File: src/rtl/pipelined_addsub_if.sv
// Stream bundle for the segmented adder/subtractor: operand beat in, result beat out.
interface pipelined_addsub_if #(
  parameter int W = 32
);
  logic         in_valid;
  logic         in_ready;
  logic [W-1:0] a;
  logic [W-1:0] b;
  logic         c_in;
  logic         sub;
  logic         out_valid;
  logic         out_ready;
  logic [W-1:0] s;
  logic         c_out;
  logic         ovf;
  logic         zero;

  modport master (
    output in_valid, a, b, c_in, sub, out_ready,
    input  in_ready, out_valid, s, c_out, ovf, zero
  );

  modport slave (
    input  in_valid, a, b, c_in, sub, out_ready,
    output in_ready, out_valid, s, c_out, ovf, zero
  );
endinterface

File: src/rtl/pipelined_addsub.sv
// Segmented-carry pipelined adder/subtractor. Stage k adds segment k of the
// (possibly inverted) operands using the carry registered by stage k-1; upper
// operand segments ride along untouched and finished low segments are delayed
// so the full result emerges aligned. One global stall freezes every stage.
module pipelined_addsub #(
  parameter int W   = 32,
  parameter int SEG = 4
) (
  input logic             clk,
  input logic             rst,
  pipelined_addsub_if.slave bus
);
  localparam int G = W / SEG;

  logic           adv;
  logic [W-1:0]   a_eff, b_eff;
  logic           c_eff;

  // Stage registers; index k is the output of stage k.
  logic [W-1:0]   a_q [SEG];
  logic [W-1:0]   b_q [SEG];
  logic [W-1:0]   s_q [SEG];
  logic [SEG-1:0] cy_q;
  logic [SEG-1:0] vld_q;
  logic           ovf_q, zero_q;

  // Stage inputs and combinational next values.
  logic [W-1:0]   a_in [SEG];
  logic [W-1:0]   b_in [SEG];
  logic [W-1:0]   s_in [SEG];
  logic [W-1:0]   s_n  [SEG];
  logic [SEG-1:0] cy_n;
  logic [G:0]     t;
  logic           ovf_n, zero_n;

  // vld_pipe[k] / cy_pipe[k] are the valid and carry entering stage k;
  // index SEG is the output of the last stage.
  logic [SEG:0]   vld_pipe;
  logic [SEG:0]   cy_pipe;

  // Subtract folds into add: a + ~b + ~c_in.
  assign a_eff    = bus.a;
  assign b_eff    = bus.b ^ {W{bus.sub}};
  assign c_eff    = bus.c_in ^ bus.sub;

  assign adv      = !vld_q[SEG-1] || bus.out_ready;
  assign vld_pipe = {vld_q, bus.in_valid};
  assign cy_pipe  = {cy_q, c_eff};

  assign bus.in_ready  = adv;
  assign bus.out_valid = vld_q[SEG-1];
  assign bus.s         = s_q[SEG-1];
  assign bus.c_out     = cy_q[SEG-1];
  assign bus.ovf       = ovf_q;
  assign bus.zero      = zero_q;

  // Per-stage segment add and final-stage flag derivation.
  always_comb begin
    t      = '0;
    cy_n   = '0;
    a_in[0] = a_eff;
    b_in[0] = b_eff;
    s_in[0] = '0;
    for (int k = 1; k < SEG; k++) begin
      a_in[k] = a_q[k-1];
      b_in[k] = b_q[k-1];
      s_in[k] = s_q[k-1];
    end
    for (int k = 0; k < SEG; k++) begin
      t = {1'b0, a_in[k][k*G +: G]} + {1'b0, b_in[k][k*G +: G]} + {{G{1'b0}}, cy_pipe[k]};
      s_n[k] = s_in[k];
      s_n[k][k*G +: G] = t[G-1:0];
      cy_n[k] = t[G];
    end
    // Sign-based overflow on the effective operands seen by the top segment.
    ovf_n  = (a_in[SEG-1][W-1] == b_in[SEG-1][W-1]) && (s_n[SEG-1][W-1] != a_in[SEG-1][W-1]);
    zero_n = (s_n[SEG-1] == '0);
  end

  // Advance all stages together; data only loads where a real beat arrives.
  always_ff @(posedge clk or posedge rst) begin
    if (rst) begin
      vld_q  <= '0;
      cy_q   <= '0;
      ovf_q  <= 1'b0;
      zero_q <= 1'b0;
      for (int k = 0; k < SEG; k++) begin
        a_q[k] <= '0;
        b_q[k] <= '0;
        s_q[k] <= '0;
      end
    end else if (adv) begin
      vld_q <= vld_pipe[SEG-1:0];
      for (int k = 0; k < SEG; k++) begin
        if (vld_pipe[k]) begin
          a_q[k]  <= a_in[k];
          b_q[k]  <= b_in[k];
          s_q[k]  <= s_n[k];
          cy_q[k] <= cy_n[k];
        end
      end
      if (vld_pipe[SEG-1]) begin
        ovf_q  <= ovf_n;
        zero_q <= zero_n;
      end
    end
  end
endmodule

File: src/flat_wrapper.sv
// flat-port wrapper written by rule: the top's interface ports become plain ports
module pipelined_addsub_flat 
#(
  parameter int W   = 32,
  parameter int SEG = 4
)
  (clk, rst, bus_in_valid, bus_a, bus_b, bus_c_in, bus_sub, bus_out_ready, bus_in_ready, bus_out_valid, bus_s, bus_c_out, bus_ovf, bus_zero);
  pipelined_addsub_if #(.W(W)) bus_i ();
  input logic clk;
  input logic rst;
  input wire logic [$bits(bus_i.in_valid)-1:0] bus_in_valid;
  input wire logic [$bits(bus_i.a)-1:0] bus_a;
  input wire logic [$bits(bus_i.b)-1:0] bus_b;
  input wire logic [$bits(bus_i.c_in)-1:0] bus_c_in;
  input wire logic [$bits(bus_i.sub)-1:0] bus_sub;
  input wire logic [$bits(bus_i.out_ready)-1:0] bus_out_ready;
  output wire logic [$bits(bus_i.in_ready)-1:0] bus_in_ready;
  output wire logic [$bits(bus_i.out_valid)-1:0] bus_out_valid;
  output wire logic [$bits(bus_i.s)-1:0] bus_s;
  output wire logic [$bits(bus_i.c_out)-1:0] bus_c_out;
  output wire logic [$bits(bus_i.ovf)-1:0] bus_ovf;
  output wire logic [$bits(bus_i.zero)-1:0] bus_zero;
  assign bus_i.in_valid = bus_in_valid;
  assign bus_i.a = bus_a;
  assign bus_i.b = bus_b;
  assign bus_i.c_in = bus_c_in;
  assign bus_i.sub = bus_sub;
  assign bus_i.out_ready = bus_out_ready;
  assign bus_in_ready = bus_i.in_ready;
  assign bus_out_valid = bus_i.out_valid;
  assign bus_s = bus_i.s;
  assign bus_c_out = bus_i.c_out;
  assign bus_ovf = bus_i.ovf;
  assign bus_zero = bus_i.zero;
  pipelined_addsub #(.W(W), .SEG(SEG)) u_core (.clk(clk), .rst(rst), .bus(bus_i));
endmodule
File: config.mk
export PLATFORM = sky130hd
export DESIGN_NAME = pipelined_addsub_flat
export DESIGN_NICKNAME = d
export VERILOG_FILES = /design/src/rtl/pipelined_addsub_if.sv /design/src/rtl/pipelined_addsub.sv /design/src/flat_wrapper.sv
export SDC_FILE = /design/constraint.sdc
export NUM_CORES = 1
export LEC_CHECK = 0
export CORE_ASPECT_RATIO = 0.9
export CORE_UTILIZATION = 50
export DETAILED_ROUTE_END_ITERATION = 12
export PLACE_DENSITY = 0.82
export SLEW_MARGIN = 20
export SYNTH_ARGS = -nofsm -noshare
export SYNTH_HDL_FRONTEND = slang
export SYNTH_SLANG_ARGS = --single-unit
File: constraint.sdc
create_clock -name clk -period 19 [get_ports clk]
set_input_delay 4.75 -clock clk [delete_from_list [all_inputs] [get_ports clk]]
set_output_delay 4.75 -clock clk [all_outputs]
set_load 0.01 [all_outputs]
== Word level (Yosys, flattened, before mapping) ==
Index checks and enable logic that the tools add are counted.
Widths: inputs -> output; s select.

* Add/subtract/negate cells: 8
* Equality and inequality tests: 2
* Bitwise logic cells: 2
* Reductions and logical operators: 8

{| class="wikitable"
|+ Operators with widths
! kind !! count
|-
| $add 8x8->9 || 4
|-
| $add 9x1->9 || 4
|-
| $logic_not 32->1 || 1
|-
| $xor 32x32->32 || 1
|-
| $reduce_and 2->1 || 4
|-
| $eq 1x1->1 || 1
|-
| $logic_and 1x1->1 || 1
|-
| $logic_not 1->1 || 1
|-
| $logic_or 1x1->1 || 1
|-
| $ne 1x1->1 || 1
|-
| $xor 1x1->1 || 1
|}

* Flip-flop bits (word level): 282
* Input port bits: 70
* Output and inout bits: 37
* Logic and storage cells: 37

== Longest topological paths before layout ==
* Depth in word-level cells: 4
* Gate-level depth with buffers: 11
* Mapped depth without buffers: 10

== Worst setup path after synthesis ==
Ideal clock, no wire load.

* Kind: input to output
* Start: in bus_out_ready
* End: out bus_in_ready
* Data arrival time: 5.164 ns
* Data required time: 14.250 ns
* Slack: 9.086 ns
* Cell stages on the path: 2
* Buffers on the path: 1
* Cell sequence: nand2b_1 -> clkbuf_1

* Word-level cells in the longest chain between the ends: 1

{| class="wikitable"
|+ RTL lines
! item !! line !! source
|-
| start: declaration || flat_wrapper.sv:16 || <nowiki>input wire logic [$bits(bus_i.out_ready)-1:0] bus_out_ready;</nowiki>
|-
| $logic_or 1x1->1 || pipelined_addsub.sv:46 || <nowiki>assign adv = !vld_q[SEG-1] || bus.out_ready;</nowiki>
|-
| end: declaration || flat_wrapper.sv:17 || <nowiki>output wire logic [$bits(bus_i.in_ready)-1:0] bus_in_ready;</nowiki>
|}

No other way between the ends.

== Worst setup path after layout ==
Same ends and word-level chain as after synthesis.

==> impl_metrics.json <==
{
  "status": "finished, violations left",
  "violations": "DRC",
  "syn_nets": 774,
  "vias": 5318,
  "cts_root_buffer": "clkbuf_16",
  "critPathMaxFanout": 12,
  "peakVddDrop_uv": 73.08,
  "antenna_found_initial": 0,
  "synthArstFlopShare_pct": 100.0,
  "final_common_cell": "dfrtp_1",
  "clock_path_buffers": 2,
  "ys_warn_count": 0,
  "synth.distinct_cells": 43,
  "rsz0062_at_grt": "no",
  "rows": 44,
  "ios": 107,
  "synth.avg_cell_area_um2": 12.56,
  "die_area_mm2": 0.01730,
  "cts_sinks": 186,
  "fin_area_mm2": 0.01037,
  "port_buffers": 106,
  "cp.arrival_ns": 6.31,
  "max_cap_viol_count": 0,
  "drive_gt1_share_pct": 21.90,
  "wl_um": 16240,
  "worst_setup_path_start_kind": "input pin",
  "hold_violations": 0,
  "layout_common_cells": "dfrtp_1, mux2_2, clkdlybuf4s50_1, o21ai_0, nand2_1",
  "leakage_nw": 4.540,
  "post_cts_buffers": 0,
  "synth_top_area_cell": "dfrtp_1",
  "regToRegSetupSlack_ns": 16.50,
  "fin_crit_ns": 11.06,
  "holdBufCountCts": 0,
  "cp_cell_sequence": "clkdlybuf4s50_1 > nand2b_1 > clkdlybuf4s50_1",
  "fin_ws_ns": 7.942,
  "tritoncts": "done",
  "core-area_mm2": 0.01624,
  "drc_errors": 16,
  "cts_resized": 0,
  "seq_power_share_pct": 37.9,
  "grt_overflow": 0,
  "clock-skew-final_ns": 0.007338,
  "antenna_left": 0,
  "drtIter0Drc": 230,
  "ys_ff_latch": 186,
  "syn_area_mm2": 0.008388,
  "switching_share_pct": 32.03,
  "finalSetupTns_ns": 0,
  "final_util_pct": 63.84,
  "holdWs_ns": 0.4781,
  "seq_area_frac_synth_pct": 55.49,
  "slowest_stage": "clkdlybuf4s50_1",
  "via_per_inst": 5.383,
  "slowest_delay_ns": 0.64,
  "fp.dieW_um": 138.5,
  "dpl.hpwl_um": 11160,
  "dr.pass1.iters": 8,
  "nets": 874,
  "path_common_cell": "clkdlybuf4s50_1",
  "slew_headroom_pct": 39.35,
  "combPwrFrac_pct": 38.4,
  "cp_data_required_time_ns": 14.25,
  "synth_cells": 668,
  "crit_buf_inv": 2,
  "cpLargestDelayFamily": "buffers and inverters",
  "p_per_area_mw_per_mm2": 174.3,
  "preCtsSetupSlack_ns": 7.985,
  "clkTransAtPathRegs_ns": 0.06,
  "dpl_cell_area_mm2": 0.009627,
  "setup_violations": 0,
  "htree_levels": 4,
  "hold_path_class": "reg -> reg",
  "p_sw_uw": 578.7,
  "diodes": 0,
  "clkLatencyLatePin_ns": 0.43,
  "tightest_slew_ns": 0.9065,
  "area_growth_pct": 23.60,
  "grt_usage_pct": 20.40,
  "grt_pass1_wl_um": 27580,
  "grt_pass1_vias": 5665,
  "synth_edf_count": 0,
  "gp_congestion": 0.8489,
  "synth_ff_type": "dfrtp_1",
  "cts-buffers-inserted": 17,
  "chipHeight_um": 124.9,
  "fmax_ghz": 0.09043,
  "synth_top_area_share_pct": 55.49,
  "detail_route.wl_per_cell_um": 16.44,
  "clkPwrFrac_pct": 23.8,
  "nFillCells": 1184,
  "cp-end-kind": "output pin",
  "p_int_mw": 1.228,
  "min_period_over_period_pct": 58.20,
  "setup.worst_path.class": "in -> out",
  "initial_utilization_pct": 51.65,
  "maxSlewViolCount": 0,
  "yosys-top-cells-area": "dfrtp_1, mux2_2, ha_1",
  "grt_max_degree": 101
}
## metal layers
metal / track usage, % / wire [µm]
met1: 25.49 / 7150
met2: 34.61 / 8166
met3: 5.229 / 673
met4: 6.609 / 253
met5: 0 / 0
## power groups by stage
stage	Clock [mW]	Combinational, mW	Sequential (mW)
floorplan	0	0.488	0.667
global placement	0	0.662	0.679
detailed placement	0	0.695	0.691
CTS	0.437	0.701	0.686
global route	0.454	0.767	0.707
finish	0.429	0.693	0.684
## registers in the layout, summed over array words and instances, names as in the netlist
signal and count:
u_core.bus.s 32, u_core.bus.ovf 1, u_core.s_in 48, u_core.vld_q 4, u_core.bus.zero 1, u_core.b_in 48, u_core.a_in 48, u_core.cy_q 4
## synthesized netlist by cell type (all sizes together), types with 6 or more instances
library cell	count
a21oi	14
nor3	9
o21bai	6
xor2	18
a21o	7
dfrtp	186
inv	21
o21ai	58
mux2	126
xnor2	32
buf	12
fa	8
clkbuf	17
ha	28
nand2	59
o31ai	6
nor2	16
o21a	6
## metrics by stage
step	instances	power, mW
global route	988	1.928
CTS	988	1.824
global placement	956	1.341
detailed placement	956	1.386
floorplan	668	1.155
finish	988	1.807
## area by class of cell
type / instances / area [µm²] / area share (%)
clock buffer: 20 / 466.7 / 4.502
clock inverter: 12 / 265.3 / 2.559
inverter: 21 / 83.83 / 0.8086
multi-input combinational: 432 / 3548 / 34.23
sequential: 186 / 4654 / 44.90
tap: 207 / 259.0 / 2.498
timing repair buffer: 110 / 1090 / 10.51
## cell families after synthesis
family          after synthesis  share of synthesized area, %
flops                       186                         55.49
compound gates              112                         8.070
xor+xnor                     50                         5.221
mux                         126                         16.92
simple gates                108                         5.832
buf+inv                      50                         2.387
fa+ha+maj                    36                         6.086
## worst register-to-register path: cells and delay by family, from the launching register on
family | cells | cell delay [ns]
buffers and inverters | 1 | 0.09
adders and majority gates | 2 | 0.70
and+or+nand+nor | 3 | 0.59
AOI/OAI and AO/OA | 3 | 0.59
DFF | 1 | 0.40
## final timing paths
check                                startpoint         endpoint  cells after the start
worst min-delay path            u_core.s_in[45]  u_core.s_in[45]                      2
worst max-delay path              bus_out_ready     bus_in_ready                      3
worst max register to register  u_core.b_in[24]  u_core.bus.zero                      9
max in group asynchronous                   rst  u_core.a_in[62]                      3
min in group asynchronous                   rst  u_core.bus.s[3]                      2
worst min register to register  u_core.s_in[45]  u_core.s_in[45]                      2
(Power assumes the default switching activity.)
